==> src/rtl/fsm_seq_generator_pkg.sv <==
// Shared definitions for the serial pattern transmitter.
//   DEF_PAT_W / DEF_LEN_W / DEF_CNT_W : default widths for pattern, length and repeat count
//   state_t                           : FSM state encodings shared with the detector blocks
package fsm_seq_generator_pkg;

    localparam int unsigned DEF_PAT_W = 8;
    localparam int unsigned DEF_LEN_W = 4;
    localparam int unsigned DEF_CNT_W = 4;

    typedef enum logic [1:0] {
        ST_IDLE  = 2'b00,
        ST_SHIFT = 2'b01,
        ST_DONE  = 2'b10
    } state_t;

endpackage

==> src/rtl/fsm_seq_generator_piso_shift.sv <==
// Parallel-load, MSB-out shift register for the pattern transmitter.
// The loaded pattern is left-aligned so its first bit (din[dlen-1]) always sits at the MSB.
//   clk, rst    : clock, asynchronous active-high reset
//   load        : load left-aligned din[dlen-1:0]
//   shift       : advance one bit towards the MSB
//   clr         : synchronous clear
//   din, dlen   : pattern and effective length (1..PAT_W) for load
//   load_msb_c  : first bit that a load would present (combinational from din/dlen)
//   next_bit    : bit that becomes the MSB after the next shift
module fsm_seq_generator_piso_shift
    import fsm_seq_generator_pkg::*;
#(
    parameter int unsigned PAT_W = DEF_PAT_W,
    parameter int unsigned LEN_W = DEF_LEN_W
) (
    input  logic             clk,
    input  logic             rst,
    input  logic             load,
    input  logic             shift,
    input  logic             clr,
    input  logic [PAT_W-1:0] din,
    input  logic [LEN_W-1:0] dlen,
    output logic             load_msb_c,
    output logic             next_bit
);

    localparam logic [LEN_W-1:0] PAT_W_L = LEN_W'(PAT_W);

    logic [PAT_W-1:0] sreg;
    logic [PAT_W-1:0] aligned_c;

    // Move pattern[dlen-1:0] up against the MSB so the output tap never moves
    assign aligned_c  = din << (PAT_W_L - dlen);
    assign load_msb_c = aligned_c[PAT_W-1];
    assign next_bit   = sreg[PAT_W-2];

    // Rotate rather than shift in zeros; the tail is reloaded at each pass end anyway
    always_ff @(posedge clk or posedge rst) begin
        if (rst) begin
            sreg <= '0;
        end else if (clr) begin
            sreg <= '0;
        end else if (load) begin
            sreg <= aligned_c;
        end else if (shift) begin
            sreg <= {sreg[PAT_W-2:0], sreg[PAT_W-1]};
        end
    end

endmodule

==> src/rtl/fsm_seq_generator.sv <==
// Serial pattern transmitter: shifts a captured pattern out MSB-first, one bit per clock,
// repeating it repeat_n+1 times, then pulses done.
//   clk, rst  : clock, asynchronous active-high reset
//   start     : one-cycle request, accepted in IDLE or during the done cycle
//   pattern   : bits to send, pattern[len-1] first
//   len       : bits per pass; 0 or >PAT_W means PAT_W
//   repeat_n  : extra passes
//   abort     : synchronous cancel, wins over start
//   w         : serial data (0 whenever w_valid is low)
//   w_valid   : w carries a pattern bit
//   busy      : stream in progress
//   done      : one-cycle pulse after the final bit
module fsm_seq_generator
    import fsm_seq_generator_pkg::*;
#(
    parameter int unsigned PAT_W = DEF_PAT_W,
    parameter int unsigned LEN_W = DEF_LEN_W,
    parameter int unsigned CNT_W = DEF_CNT_W
) (
    input  logic             clk,
    input  logic             rst,
    input  logic             start,
    input  logic [PAT_W-1:0] pattern,
    input  logic [LEN_W-1:0] len,
    input  logic [CNT_W-1:0] repeat_n,
    input  logic             abort,
    output logic             w,
    output logic             w_valid,
    output logic             busy,
    output logic             done
);

    localparam logic [LEN_W-1:0] PAT_W_L = LEN_W'(PAT_W);

    state_t           state_q, state_d;
    logic [PAT_W-1:0] pat_q, pat_d;
    logic [LEN_W-1:0] len_q, len_d;
    logic [LEN_W-1:0] bit_cnt_q, bit_cnt_d;
    logic [CNT_W-1:0] pass_cnt_q, pass_cnt_d;
    logic             w_d, w_valid_d, busy_d, done_d;

    logic             sr_load, sr_shift, sr_clr;
    logic [PAT_W-1:0] sr_din;
    logic [LEN_W-1:0] sr_len;
    logic             sr_load_msb_c, sr_next_bit;
    logic             do_load;
    logic             go_idle;
    logic [LEN_W-1:0] eff_len_c;

    // Out-of-range lengths fall back to a full-width pass
    assign eff_len_c = (len == '0 || len > PAT_W_L) ? PAT_W_L : len;

    fsm_seq_generator_piso_shift #(
        .PAT_W (PAT_W),
        .LEN_W (LEN_W)
    ) u_piso (
        .clk        (clk),
        .rst        (rst),
        .load       (sr_load),
        .shift      (sr_shift),
        .clr        (sr_clr),
        .din        (sr_din),
        .dlen       (sr_len),
        .load_msb_c (sr_load_msb_c),
        .next_bit   (sr_next_bit)
    );

    // State register
    always_ff @(posedge clk or posedge rst) begin
        if (rst) begin
            state_q <= ST_IDLE;
        end else begin
            state_q <= state_d;
        end
    end

    // Next-state, counter and output decode
    always_comb begin
        state_d    = state_q;
        pat_d      = pat_q;
        len_d      = len_q;
        bit_cnt_d  = bit_cnt_q;
        pass_cnt_d = pass_cnt_q;
        w_d        = 1'b0;
        w_valid_d  = 1'b0;
        busy_d     = 1'b0;
        done_d     = 1'b0;
        sr_load    = 1'b0;
        sr_shift   = 1'b0;
        sr_clr     = 1'b0;
        sr_din     = pat_q;
        sr_len     = len_q;
        do_load    = 1'b0;
        go_idle    = 1'b0;

        case (state_q)
            ST_IDLE: begin
                if (start && !abort) begin
                    do_load = 1'b1;
                end
            end
            ST_SHIFT: begin
                if (abort) begin
                    go_idle = 1'b1;
                end else if (bit_cnt_q != '0) begin
                    sr_shift  = 1'b1;
                    w_d       = sr_next_bit;
                    w_valid_d = 1'b1;
                    busy_d    = 1'b1;
                    bit_cnt_d = bit_cnt_q - LEN_W'(1);
                end else if (pass_cnt_q != '0) begin
                    // Back-to-back pass: reload from the captured copy, no gap bit
                    sr_load    = 1'b1;
                    w_d        = sr_load_msb_c;
                    w_valid_d  = 1'b1;
                    busy_d     = 1'b1;
                    bit_cnt_d  = len_q - LEN_W'(1);
                    pass_cnt_d = pass_cnt_q - CNT_W'(1);
                end else begin
                    state_d = ST_DONE;
                    done_d  = 1'b1;
                end
            end
            ST_DONE: begin
                if (start && !abort) begin
                    do_load = 1'b1;
                end else begin
                    go_idle = 1'b1;
                end
            end
            default: begin
                go_idle = 1'b1;
            end
        endcase

        // Accept a new request: capture inputs and present the first bit next cycle
        if (do_load) begin
            state_d    = ST_SHIFT;
            pat_d      = pattern;
            len_d      = eff_len_c;
            pass_cnt_d = repeat_n;
            bit_cnt_d  = eff_len_c - LEN_W'(1);
            sr_load    = 1'b1;
            sr_din     = pattern;
            sr_len     = eff_len_c;
            w_d        = sr_load_msb_c;
            w_valid_d  = 1'b1;
            busy_d     = 1'b1;
        end

        if (go_idle) begin
            state_d    = ST_IDLE;
            pat_d      = '0;
            len_d      = '0;
            bit_cnt_d  = '0;
            pass_cnt_d = '0;
            sr_clr     = 1'b1;
        end
    end

    // Captured request, counters and registered outputs
    always_ff @(posedge clk or posedge rst) begin
        if (rst) begin
            pat_q      <= '0;
            len_q      <= '0;
            bit_cnt_q  <= '0;
            pass_cnt_q <= '0;
            w          <= 1'b0;
            w_valid    <= 1'b0;
            busy       <= 1'b0;
            done       <= 1'b0;
        end else begin
            pat_q      <= pat_d;
            len_q      <= len_d;
            bit_cnt_q  <= bit_cnt_d;
            pass_cnt_q <= pass_cnt_d;
            w          <= w_d;
            w_valid    <= w_valid_d;
            busy       <= busy_d;
            done       <= done_d;
        end
    end

endmodule
==> config.mk <==
export PLATFORM = sky130hd
export DESIGN_NAME = fsm_seq_generator
export DESIGN_NICKNAME = d
export VERILOG_FILES = /design/src/rtl/fsm_seq_generator_pkg.sv /design/src/rtl/fsm_seq_generator_piso_shift.sv /design/src/rtl/fsm_seq_generator.sv
export SDC_FILE = /design/constraint.sdc
export NUM_CORES = 1
export LEC_CHECK = 0
export ABC_CLOCK_PERIOD_IN_PS = 4300
export CORE_ASPECT_RATIO = 1.25
export CORE_UTILIZATION = 30
export CTS_CLUSTER_SIZE = 10
export DETAILED_ROUTE_END_ITERATION = 10
export PLACE_DENSITY_LB_ADDON = 0.3
export SETUP_SLACK_MARGIN = 0.02
export SYNTH_ARGS = -nofsm -noshare
export SYNTH_HDL_FRONTEND = slang
export SYNTH_SLANG_ARGS = --single-unit
==> constraint.sdc <==
create_clock -name clk -period 4.3 [get_ports clk]
set_input_delay 1.075 -clock clk [delete_from_list [all_inputs] [get_ports clk]]
set_output_delay 1.075 -clock clk [all_outputs]
set_load 0.01 [all_outputs]
After elaboration in Yosys (flattened, before gate mapping)
Index checks and enable logic that the tools add are counted.

storage, ports and cells
  output and inout port bits = 4
  memories kept = 0
  memory bits (writable) = 0
  register bits = 33
  latch bits = 0
  input port bits = 20
  word-level logic and storage cells = 89
  bits in read-only memories = 0

cells by class
  shifts and indexed selects = 1
  reductions and logical operators = 15
  eq/ne operators = 5
  multiply operators = 0
  divide/modulo/power cells = 0
  $lt $le $gt $ge = 1
  bitwise gates (word level) = 0
  add/sub/neg operators = 5
  mux-type cells = 53

operators by type and width
  kind                                                                     count
  4-bit 2-to-1 mux                                                         15
  8-bit 2-to-1 mux                                                         5
  1-bit 2-to-1 mux                                                         26
  4-bit by 1-bit subtractor with 4-bit output, second input constant       4
  2-bit 2-to-1 mux                                                         6
  4-bit nonzero test                                                       3
  3-bit nonzero test                                                       3
  4-bit AND reduction                                                      2
  8-bit by 4-bit << shifter with 8-bit output                              1
  3-bit inequality test, second input constant                             2
  4-bit greater-than comparator, second input constant                     1
  4-bit zero test                                                          1
  4-bit subtractor, first input constant                                   1
  3-bit by 1-bit inequality test with 1-bit output, second input constant  1
  1-bit case mux with 3 select lines                                       1
  3-bit AND reduction                                                      1
  2-bit by 1-bit equality test with 1-bit output, second input constant    1
  2-bit equality test, second input constant                               1
  2-bit zero test                                                          1
  2-bit OR reduction                                                       1
  1-bit logical AND                                                        1
  1-bit zero test                                                          1
  1-bit logical OR                                                         1

Logic depth before layout (Yosys ltp)
Gate-level depths: netlist (run 1).

  depth in word-level cells = 12
  mapped depth = 11
  gate-level depth less buffers = 8

Hierarchy
From an unflattened synthesis (run 1), not the netlist that was laid out.

second synthesis, totals
  cell total of the unflattened synthesis = 217
  area total of the unflattened synthesis = 2,033.2 um2

by module, submodules not included
  module                        times used  sequential area each (um2)  cells each  area an instance (um2)
  fsm_seq_generator             1           625.6                       148         1,356.3
  fsm_seq_generator_piso_shift  1           200.2                       69          676.9

Worst setup path before layout (run 1)
OpenSTA, ideal clock, no wires.

  path kind = input to register
  start point = in abort
  end point = reg u_piso.sreg[6]
  buffers on the path = 3
  arrival time = 3.284 ns
  data required time = 4.182 ns
  cell stages on the path = 9
  library setup time = 0.118 ns
  setup slack = 0.897 ns
  cells stage by stage = or3b_1 > clkbuf_1 > buf_2 > buf_1 > a21oi_1 > ha_1 > xnor2_4 > mux4_2 > a21o_1

between the ends
  cells in the longest elaborated chain, start to end = 9
  elaborated cells between the ends (all ways) = 20
  classes of those cells = 1 x add/sub; 1 x shift; 15 x mux; 3 x reduce/logical

RTL lines
  what                                         line                                               text
  start: declaration                           fsm_seq_generator.sv:26                            input logic abort,
  1-bit zero test                              fsm_seq_generator.sv:98, fsm_seq_generator.sv:125
  1-bit logical AND                            fsm_seq_generator.sv:98, fsm_seq_generator.sv:125
  1-bit 2-to-1 mux                             fsm_seq_generator.sv:98, fsm_seq_generator.sv:125
  1-bit 2-to-1 mux                             -
  4-bit 2-to-1 mux                             -
  4-bit subtractor                             fsm_seq_generator_piso_shift.sv:33                 assign aligned_c = din << (PAT_W_L - dlen);
  8-bit by 4-bit << shifter with 8-bit output  fsm_seq_generator_piso_shift.sv:33
  8-bit 2-to-1 mux                             fsm_seq_generator_piso_shift.sv:43                 end else if (load) begin
  8-bit 2-to-1 mux                             fsm_seq_generator_piso_shift.sv:41                 end else if (clr) begin
  end signal: assignment                       fsm_seq_generator_piso_shift.sv:44                 sreg <= aligned_c;
  end signal: assignment                       fsm_seq_generator_piso_shift.sv:46                 sreg <= {sreg[PAT_W-2:0], sreg[PAT_W-1]};
  end: declaration                             fsm_seq_generator_piso_shift.sv:29                 logic [PAT_W-1:0] sreg;

Several ways; a longest one is shown, not always the timed one.
A chain may end at the register's enable or synchronous reset.

Worst setup path in the final report (run 1)
Same ends and word-level chain as after synthesis.

==> impl_metrics.prom, run 1 <==
# TYPE chip_impl_metric gauge
chip_impl_metric{name="antenna_violations_before_repair",unit=""} 0
chip_impl_metric{name="clk_transition_reported_paths",unit="ps"} 70
chip_impl_metric{name="required",unit="ps"} 4480
chip_impl_metric{name="placeableCoreArea",unit="sq um"} 6570
chip_impl_metric{name="netlist_area",unit="sq um"} 2040
chip_impl_metric{name="final_instance_area",unit="sq um"} 2440
chip_impl_metric{name="groute.usage.overall",unit="%"} 14.8
chip_impl_metric{name="synth-seq-area-share",unit="%"} 40.4
chip_impl_metric{name="postSynth.asyncResetShare",unit="%"} 100
chip_impl_metric{name="report.final.hold_viol_count",unit=""} 0
chip_impl_metric{name="dr.pass1.iters",unit=""} 4
chip_impl_metric{name="post_cts_setup_driven_buffer_insertion_count",unit=""} 0
chip_impl_metric{name="finish.net_count",unit=""} 271
chip_impl_metric{name="ctsHtreeMaxLevel",unit=""} 2
chip_impl_metric{name="routed_wl",unit="um"} 4610
chip_impl_info{name="cts_tree",value="yes"} 1
chip_impl_metric{name="slew-limit-headroom",unit="%"} 44.2
chip_impl_info{name="path_class",value="primary input to flop"} 1
chip_impl_info{name="worst_setup_start_kind",value="primary input"} 1
chip_impl_metric{name="io_pins",unit=""} 24
chip_impl_metric{name="first_iteration_detailed_routing_drc_count",unit=""} 81
chip_impl_info{name="critPathCaptureType",value="flop"} 1
chip_impl_metric{name="min_period_over_period",unit="%"} 84.2
chip_impl_metric{name="die_area",unit="sq um"} 7150
chip_impl_metric{name="cts_buffers",unit=""} 5
chip_impl_metric{name="nFillCells",unit=""} 670
chip_impl_metric{name="areaGrowthSynthToFinish",unit="%"} 19.6
chip_impl_metric{name="final_setup_viols",unit=""} 0
chip_impl_metric{name="die-height",unit="um"} 94.3
chip_impl_metric{name="clock_tree.buffer_depth",unit=""} 2
chip_impl_metric{name="post_synth.cell_area_avg",unit="sq um"} 9.09
chip_impl_metric{name="tightest_slew",unit="ps"} 834
chip_impl_metric{name="synth_edf_count",unit=""} 0
chip_impl_metric{name="grt_pass1_wl",unit="um"} 8080
chip_impl_metric{name="synth_cells",unit=""} 225
chip_impl_metric{name="dr_total_vias",unit=""} 1670
chip_impl_metric{name="clock_insertion_delay_worst_skew",unit="ps"} 280
chip_impl_metric{name="vias_in_the_first_global_route",unit=""} 1770
chip_impl_metric{name="syn_nets",unit=""} 249
chip_impl_info{name="grt_setup_unrepaired",value="no"} 1
chip_impl_metric{name="holdBufCountCts",unit=""} 0
chip_impl_info{name="layout_commonest_cell",value="sky130_fd_sc_hd__dfrtp_1"} 1
chip_impl_metric{name="timing_max_transition_violations_final",unit=""} 0
chip_impl_metric{name="worstPathArrival",unit="ps"} 3800
chip_impl_metric{name="tns",unit="ps"} 0
chip_impl_metric{name="pin_count_of_the_biggest_net_entering_global_routing",unit=""} 34
chip_impl_metric{name="remaining_drc_errors",unit=""} 0
chip_impl_metric{name="place.detailed.hpwl",unit="um"} 3440
chip_impl_metric{name="final_antenna_net_count",unit=""} 0
chip_impl_metric{name="fp-row-count",unit=""} 33
chip_impl_metric{name="ys_types",unit=""} 45
chip_impl_info{name="timing.hold.worst.class",value="flop to flop"} 1
chip_impl_metric{name="worst_skew",unit="ps"} 7.56
chip_impl_metric{name="overall_overflow_remaining_after_global_route",unit=""} 0
chip_impl_metric{name="ys.warnings.count",unit=""} 0
chip_impl_info{name="synth_ff_type",value="sky130_fd_sc_hd__dfrtp_1"} 1
chip_impl_metric{name="postPlaceCellArea",unit="sq um"} 2360
chip_impl_metric{name="number_of_flip_flops_and_latches_in_the_synthesized_netlist",unit=""} 33
chip_impl_metric{name="power-per-cell-area",unit="nW/um^2"} 473
chip_impl_metric{name="cts.sink_count",unit=""} 33
chip_impl_metric{name="fin_crit",unit="ps"} 3620
chip_impl_info{name="outcome",value="completed"} 1
chip_impl_info{name="clk_root_buffer_cell",value="sky130_fd_sc_hd__clkbuf_8"} 1
chip_impl_metric{name="die_width",unit="um"} 75.8
chip_impl_metric{name="design_power_total",unit="mW"} 1.16
chip_impl_metric{name="worst_ir_drop_vdd",unit="mV"} 0.118
chip_impl_metric{name="max_freq",unit="MHz"} 276
chip_impl_metric{name="numPortBuffers",unit=""} 23
chip_impl_info{name="layout.cells.most_common_list",value="sky130_fd_sc_hd__dfrtp_1, sky130_fd_sc_hd__nand2_1, sky130_fd_sc_hd__clkdlybuf4s50_1"} 1
chip_impl_metric{name="power_leakage",unit="nW"} 1.03
chip_impl_metric{name="route.detailed.vias_per_inst",unit=""} 4.99
chip_impl_metric{name="initial_core_util",unit="%"} 31.1
chip_impl_metric{name="drive_above_1_share",unit="%"} 10.5
chip_impl_metric{name="avgRoutedWirePerCell",unit="um"} 13.8
chip_impl_metric{name="max_cap_viol_count",unit=""} 0
chip_impl_metric{name="path_max_fanout",unit=""} 10
chip_impl_metric{name="insertedDiodeCount",unit=""} 0
chip_impl_metric{name="gpl.final_weighted_congestion",unit=""} 0.799
chip_impl_metric{name="post_cts.resized_instances",unit=""} 0
flip-flops by register name, indices dropped and copies added, names as in the netlist:
| signal | flops |
|---|---|
| pat_q | 8 |
| busy | 1 |
| len_q | 4 |
| state_q | 2 |
| w | 1 |
| u_piso.sreg | 8 |
| pass_cnt_q | 4 |
| done | 1 |
| bit_cnt_q | 4 |
synth_stat cells, types with 2 or more instances:
master                     count  area [sq um]
sky130_fd_sc_hd__o211ai_1      3          22.5
sky130_fd_sc_hd__dfrtp_1      33           826
sky130_fd_sc_hd__buf_4         2          15.0
sky130_fd_sc_hd__mux2i_1       5          50.1
sky130_fd_sc_hd__nand2_1      32           120
sky130_fd_sc_hd__mux4_2        2          45.0
sky130_fd_sc_hd__nor2b_1       7          43.8
sky130_fd_sc_hd__buf_1         3          11.3
sky130_fd_sc_hd__a22oi_1       6          45.0
sky130_fd_sc_hd__nand3_1       2          10.0
sky130_fd_sc_hd__nand4_1       2          12.5
sky130_fd_sc_hd__ha_1          4          50.1
sky130_fd_sc_hd__inv_1         9          33.8
sky130_fd_sc_hd__o21ai_0       9          45.0
sky130_fd_sc_hd__nor3_1        7          35.0
sky130_fd_sc_hd__nor3b_1       3          22.5
sky130_fd_sc_hd__nor2_1       18          67.6
sky130_fd_sc_hd__xnor2_1       2          17.5
sky130_fd_sc_hd__and3_1        3          18.8
sky130_fd_sc_hd__a21oi_1      22           110
sky130_fd_sc_hd__buf_2         2          10.0
sky130_fd_sc_hd__nand2b_1      4          25.0
sky130_fd_sc_hd__clkbuf_1      5          18.8
sky130_fd_sc_hd__mux2_2        5          56.3
sky130_fd_sc_hd__and3b_1       2          17.5
sky130_fd_sc_hd__a31oi_1       5          31.3
sky130_fd_sc_hd__a211oi_1     10          75.1
critical path, cell delays in order:
cell and delay, ps:
sky130_fd_sc_hd__clkdlybuf4s50_1 520, sky130_fd_sc_hd__or3b_1 580, sky130_fd_sc_hd__nor2_1 190, sky130_fd_sc_hd__a21oi_1 80, sky130_fd_sc_hd__ha_1 300, sky130_fd_sc_hd__xnor2_4 330, sky130_fd_sc_hd__mux4_2 540, sky130_fd_sc_hd__a21o_1 180
report_power, final:
group          switching, mW  internal, mW  leakage, nW  total [mW]
registers             0.0819         0.400        0.430       0.481
logic                  0.234         0.212        0.561       0.446
clock network          0.117         0.112       0.0439       0.229
total                  0.433         0.723         1.03        1.16
area by class of cell:
class	instances	area (sq um)	share of cell area (%)
Multi-Input combinational cell	171	1130	46.2
Sequential cell	33	826	33.8
Timing Repair Buffer	27	260	10.6
Tap cell	87	109	4.45
Clock buffer	5	68.8	2.81
Inverter	9	33.8	1.38
Clock inverter	3	17.5	0.716
per-stage QoR:
stage / cells / utilization (%) / worst slack [ps] / hold slack [ps]
2_1_floorplan: 225 / - / 897 / 469
3_3_place_gp: 327 / 35.9 / 464 / 487
3_5_place_dp: 327 / 35.9 / 392 / 496
4_1_cts: 335 / 37.2 / 695 / 515
5_1_grt: 335 / 37.2 / 535 / 556
6_report: 335 / 37.2 / 680 / 509
logic make-up (layout without fill, tap and decap cells):
group                      Yosys count  after routing  synth area share (%)
and+or+nand+nor                     87             87                  22.2
muxes                               13             13                  8.51
xor gates and xnor gates             3              3                  2.20
AOI/OAI and AO/OA                   64             64                  20.0
DFF                                 33             33                  40.4
adders and majority gates            4              4                  2.45
buffers and inverters               21             44                  4.34
worst paths after layout:
kind | startpoint | to | slack (ps) | depth (start not counted)
min in group asynchronous | rst | pat_q[6] | 1190 | 3
hold reg to reg | u_piso.sreg[7] | u_piso.sreg[0] | 510 | 2
hold / removal | u_piso.sreg[7] | u_piso.sreg[0] | 510 | 2
setup reg to reg | state_q[0] | u_piso.sreg[6] | 1570 | 7
setup / recovery | abort | u_piso.sreg[6] | 680 | 8
max in group asynchronous | rst | pass_cnt_q[1] | 2800 | 3
per-layer routing:
layer,GRT usage [%],share of wire [%],vias up
met5,0,0,-
met4,5.09,1.3,0
met3,3.00,2.7,4
met2,25.1,50,26
met1,18.1,46,790
li1,-,-,850
No activity file was read; power rests on OpenSTA's default activity.
==> run 2: changes to the inputs <==
--- a/config.mk
+++ b/config.mk
@@ -5,7 +5,7 @@
 export SDC_FILE = /design/constraint.sdc
 export NUM_CORES = 1
 export LEC_CHECK = 0
-export ABC_CLOCK_PERIOD_IN_PS = 4300
+export ABC_CLOCK_PERIOD_IN_PS = 3300
 export CORE_ASPECT_RATIO = 1.25
 export CORE_UTILIZATION = 30
 export CTS_CLUSTER_SIZE = 10
==> constraint.sdc (replaced) <==
create_clock -name clk -period 3.3 [get_ports clk]
set_input_delay 0.825 -clock clk [delete_from_list [all_inputs] [get_ports clk]]
set_output_delay 0.825 -clock clk [all_outputs]
set_load 0.01 [all_outputs]
==> run 2 against run 1 <==
  * Combinational power is 34% higher
  * Routed wire length is 1.5% higher
  * Hold slack better by 4.4 ps
  * Cell area is 1.9% higher
  * Sequential share of layout area is 0.64 points lower
  * Final cell count is 1.8% higher
  * Critical path type unchanged
  * Highest routed layer unchanged
==> impl_metrics.prom, run 2 (synthesis gave the netlist of run 1 again) <==
# TYPE chip_impl_metric gauge
chip_impl_info{name="outcome",value="completed"} 1
chip_impl_info{name="regToRegStartpoint",value="state_q[0]"} 1
chip_impl_info{name="min_from",value="u_piso.sreg[7]"} 1
chip_impl_metric{name="cts.sink_count",unit=""} 33
chip_impl_metric{name="postPlaceCellArea",unit="sq um"} 2420
chip_impl_metric{name="finish.net_count",unit=""} 279
chip_impl_metric{name="switching_share_of_power",unit="%"} 37.1
chip_impl_metric{name="clock_tree.buffer_depth",unit=""} 2
chip_impl_metric{name="worst_skew",unit="ps"} 4.51
chip_impl_metric{name="worst_ir_drop_vdd",unit="mV"} 0.218
chip_impl_metric{name="final_instance_area",unit="sq um"} 2490
chip_impl_metric{name="drive_above_1_share",unit="%"} 12.6
chip_impl_info{name="path_class",value="primary input to flop"} 1
chip_impl_metric{name="p_clk_share",unit="%"} 18.8
chip_impl_metric{name="post_cts_setup_driven_buffer_insertion_count",unit=""} 0
chip_impl_metric{name="place.detailed.hpwl",unit="um"} 3540
chip_impl_metric{name="vias_in_the_first_global_route",unit=""} 1759
chip_impl_metric{name="hold_path_depth",unit=""} 2
chip_impl_metric{name="holdBufCountCts",unit=""} 0
chip_impl_info{name="timing.hold.worst.class",value="flop to flop"} 1
chip_impl_metric{name="tightest_slew",unit="ps"} 860
chip_impl_metric{name="fin_crit",unit="ps"} 3040
chip_impl_metric{name="path_max_fanout",unit=""} 6
chip_impl_metric{name="rr_worst_depth",unit=""} 7
chip_impl_metric{name="final_antenna_net_count",unit=""} 0
chip_impl_metric{name="clock_insertion_delay_worst_skew",unit="ps"} 280
chip_impl_metric{name="pin_count_of_the_biggest_net_entering_global_routing",unit=""} 34
chip_impl_metric{name="p_seq_share",unit="%"} 41.5
chip_impl_metric{name="numPortBuffers",unit=""} 23
chip_impl_info{name="clk_root_buffer_cell",value="sky130_fd_sc_hd__clkbuf_8"} 1
chip_impl_metric{name="max_freq",unit="MHz"} 329
chip_impl_metric{name="fp-row-count",unit=""} 33
chip_impl_metric{name="gpl.final_weighted_congestion",unit=""} 0.852
chip_impl_metric{name="antenna_violations_before_repair",unit=""} 0
chip_impl_info{name="layout.cells.most_common_list",value="sky130_fd_sc_hd__dfrtp_1, sky130_fd_sc_hd__nand2_1, sky130_fd_sc_hd__clkdlybuf4s50_1"} 1
chip_impl_metric{name="clk_transition_reported_paths",unit="ps"} 70
chip_impl_metric{name="report.final.hold_viol_count",unit=""} 0
chip_impl_metric{name="cts_buffers",unit=""} 5
chip_impl_metric{name="max_cap_viol_count",unit=""} 0
chip_impl_metric{name="cell_internal_pwr",unit="uW"} 948
chip_impl_metric{name="die_width",unit="um"} 75.8
chip_impl_info{name="critPathCaptureType",value="flop"} 1
chip_impl_info{name="min_delay_worst_endpoint",value="u_piso.sreg[0]"} 1
chip_impl_metric{name="overall_overflow_remaining_after_global_route",unit=""} 0
chip_impl_metric{name="dr_total_vias",unit=""} 1755
chip_impl_info{name="reg.largest.list",value="pat_q (8), u_piso.sreg (8)"} 1
chip_impl_metric{name="ctsHtreeMaxLevel",unit=""} 2
chip_impl_metric{name="first_iteration_detailed_routing_drc_count",unit=""} 59
chip_impl_metric{name="io_pins",unit=""} 24
chip_impl_metric{name="required",unit="ps"} 3480
chip_impl_metric{name="final_setup_viols",unit=""} 0
chip_impl_metric{name="remaining_drc_errors",unit=""} 0
chip_impl_metric{name="worstPathArrival",unit="ps"} 3210
chip_impl_metric{name="areaGrowthSynthToFinish",unit="%"} 21.9
chip_impl_info{name="destination_of_the_worst_register_to_register_timing_path",value="u_piso.sreg[6]"} 1
chip_impl_metric{name="comb_power_share",unit="%"} 39.7
chip_impl_metric{name="groute.usage.overall",unit="%"} 15.0
chip_impl_metric{name="die_area",unit="sq um"} 7150
chip_impl_info{name="cts_tree",value="yes"} 1
chip_impl_metric{name="slew-limit-headroom",unit="%"} 42.4
chip_impl_metric{name="min_period_over_period",unit="%"} 92.0
chip_impl_metric{name="power_leakage",unit="nW"} 1.07
chip_impl_info{name="worst_setup_start_kind",value="primary input"} 1
chip_impl_metric{name="p_sw",unit="uW"} 559
chip_impl_metric{name="die-height",unit="um"} 94.3
chip_impl_metric{name="reg2reg_setup_slack",unit="ps"} 790
chip_impl_metric{name="power-per-cell-area",unit="nW/um^2"} 605
chip_impl_metric{name="postLayoutCoreUtil",unit="%"} 38.0
chip_impl_metric{name="placeableCoreArea",unit="sq um"} 6570
chip_impl_metric{name="routed_wl",unit="um"} 4670
chip_impl_metric{name="dr.pass1.iters",unit=""} 4
chip_impl_metric{name="initial_core_util",unit="%"} 31.1
chip_impl_info{name="layout_commonest_cell",value="sky130_fd_sc_hd__dfrtp_1"} 1
chip_impl_metric{name="insertedDiodeCount",unit=""} 0
chip_impl_metric{name="grt_pass1_wl",unit="um"} 8130
chip_impl_metric{name="avgRoutedWirePerCell",unit="um"} 13.7
chip_impl_metric{name="timing_max_transition_violations_final",unit=""} 0
chip_impl_info{name="grt_setup_unrepaired",value="no"} 1
chip_impl_metric{name="post_cts.resized_instances",unit=""} 0
chip_impl_metric{name="route.detailed.vias_per_inst",unit=""} 5.15
run 2: changes by cell type in the layout (fill, tap and decap cells not counted), sizes merged:
cell      previous run  this run
clkinv               2         1
buf                  4        12
clkinvlp             1         0
run 2: through the flow:
stage	hold WS [ps]	TNS [ps]	setup WS [ps]	instances	power (mW)
floorplan	469	0	147	225	1.06
global placement	486	0	23.0	335	1.22
detailed placement	499	-51.5	-51.5	335	1.23
CTS	514	0	255	341	1.52
global route	546	0	141	341	1.63
finish	513	0	264	341	1.51
run 2: critical path, cell delays in order:
cell,delay [ps]
sky130_fd_sc_hd__clkdlybuf4s50_1,480
sky130_fd_sc_hd__or3b_1,450
sky130_fd_sc_hd__nor2_1,200
sky130_fd_sc_hd__a21oi_1,80
sky130_fd_sc_hd__ha_1,290
sky130_fd_sc_hd__xnor2_4,190
sky130_fd_sc_hd__mux4_2,500
sky130_fd_sc_hd__a21o_1,180
run 2: area by class of cell:
class / count / area [sq um]
tap: 87 / 109
inverter: 9 / 33.8
sequential: 33 / 826
multi-input combinational: 171 / 1130
fill: 667 / 4070
clock buffer: 5 / 68.8
clock inverter: 1 / 5.00
timing repair buffer: 35 / 320
run 2: worst max-delay path by stage:
| stage | from | end | cells past startpoint |
|---|---|---|---|
| after floorplan | abort | u_piso.sreg[6] | 9 |
| after global placement | start | u_piso.sreg[6] | 8 |
| after detailed placement | start | u_piso.sreg[6] | 8 |
| after CTS | start | u_piso.sreg[6] | 8 |
| after global routing | start | u_piso.sreg[6] | 8 |
| final | start | u_piso.sreg[6] | 8 |
run 2: power by group through the flow:
stage / clock network [mW] / registers, mW / logic, mW
floorplan: 0 / 0.605 / 0.458
global placement: 0 / 0.630 / 0.590
detailed placement: 0 / 0.633 / 0.601
CTS: 0.294 / 0.626 / 0.603
global route: 0.308 / 0.643 / 0.680
finish: 0.283 / 0.626 / 0.598
run 2: layer usage:
metal,track usage (%),up-vias,wire length [um]
li1,-,870,-
met1,19.0,846,2150
met2,24.9,35,2350
met3,3.00,4,133
met4,4.63,0,41
met5,0,-,0
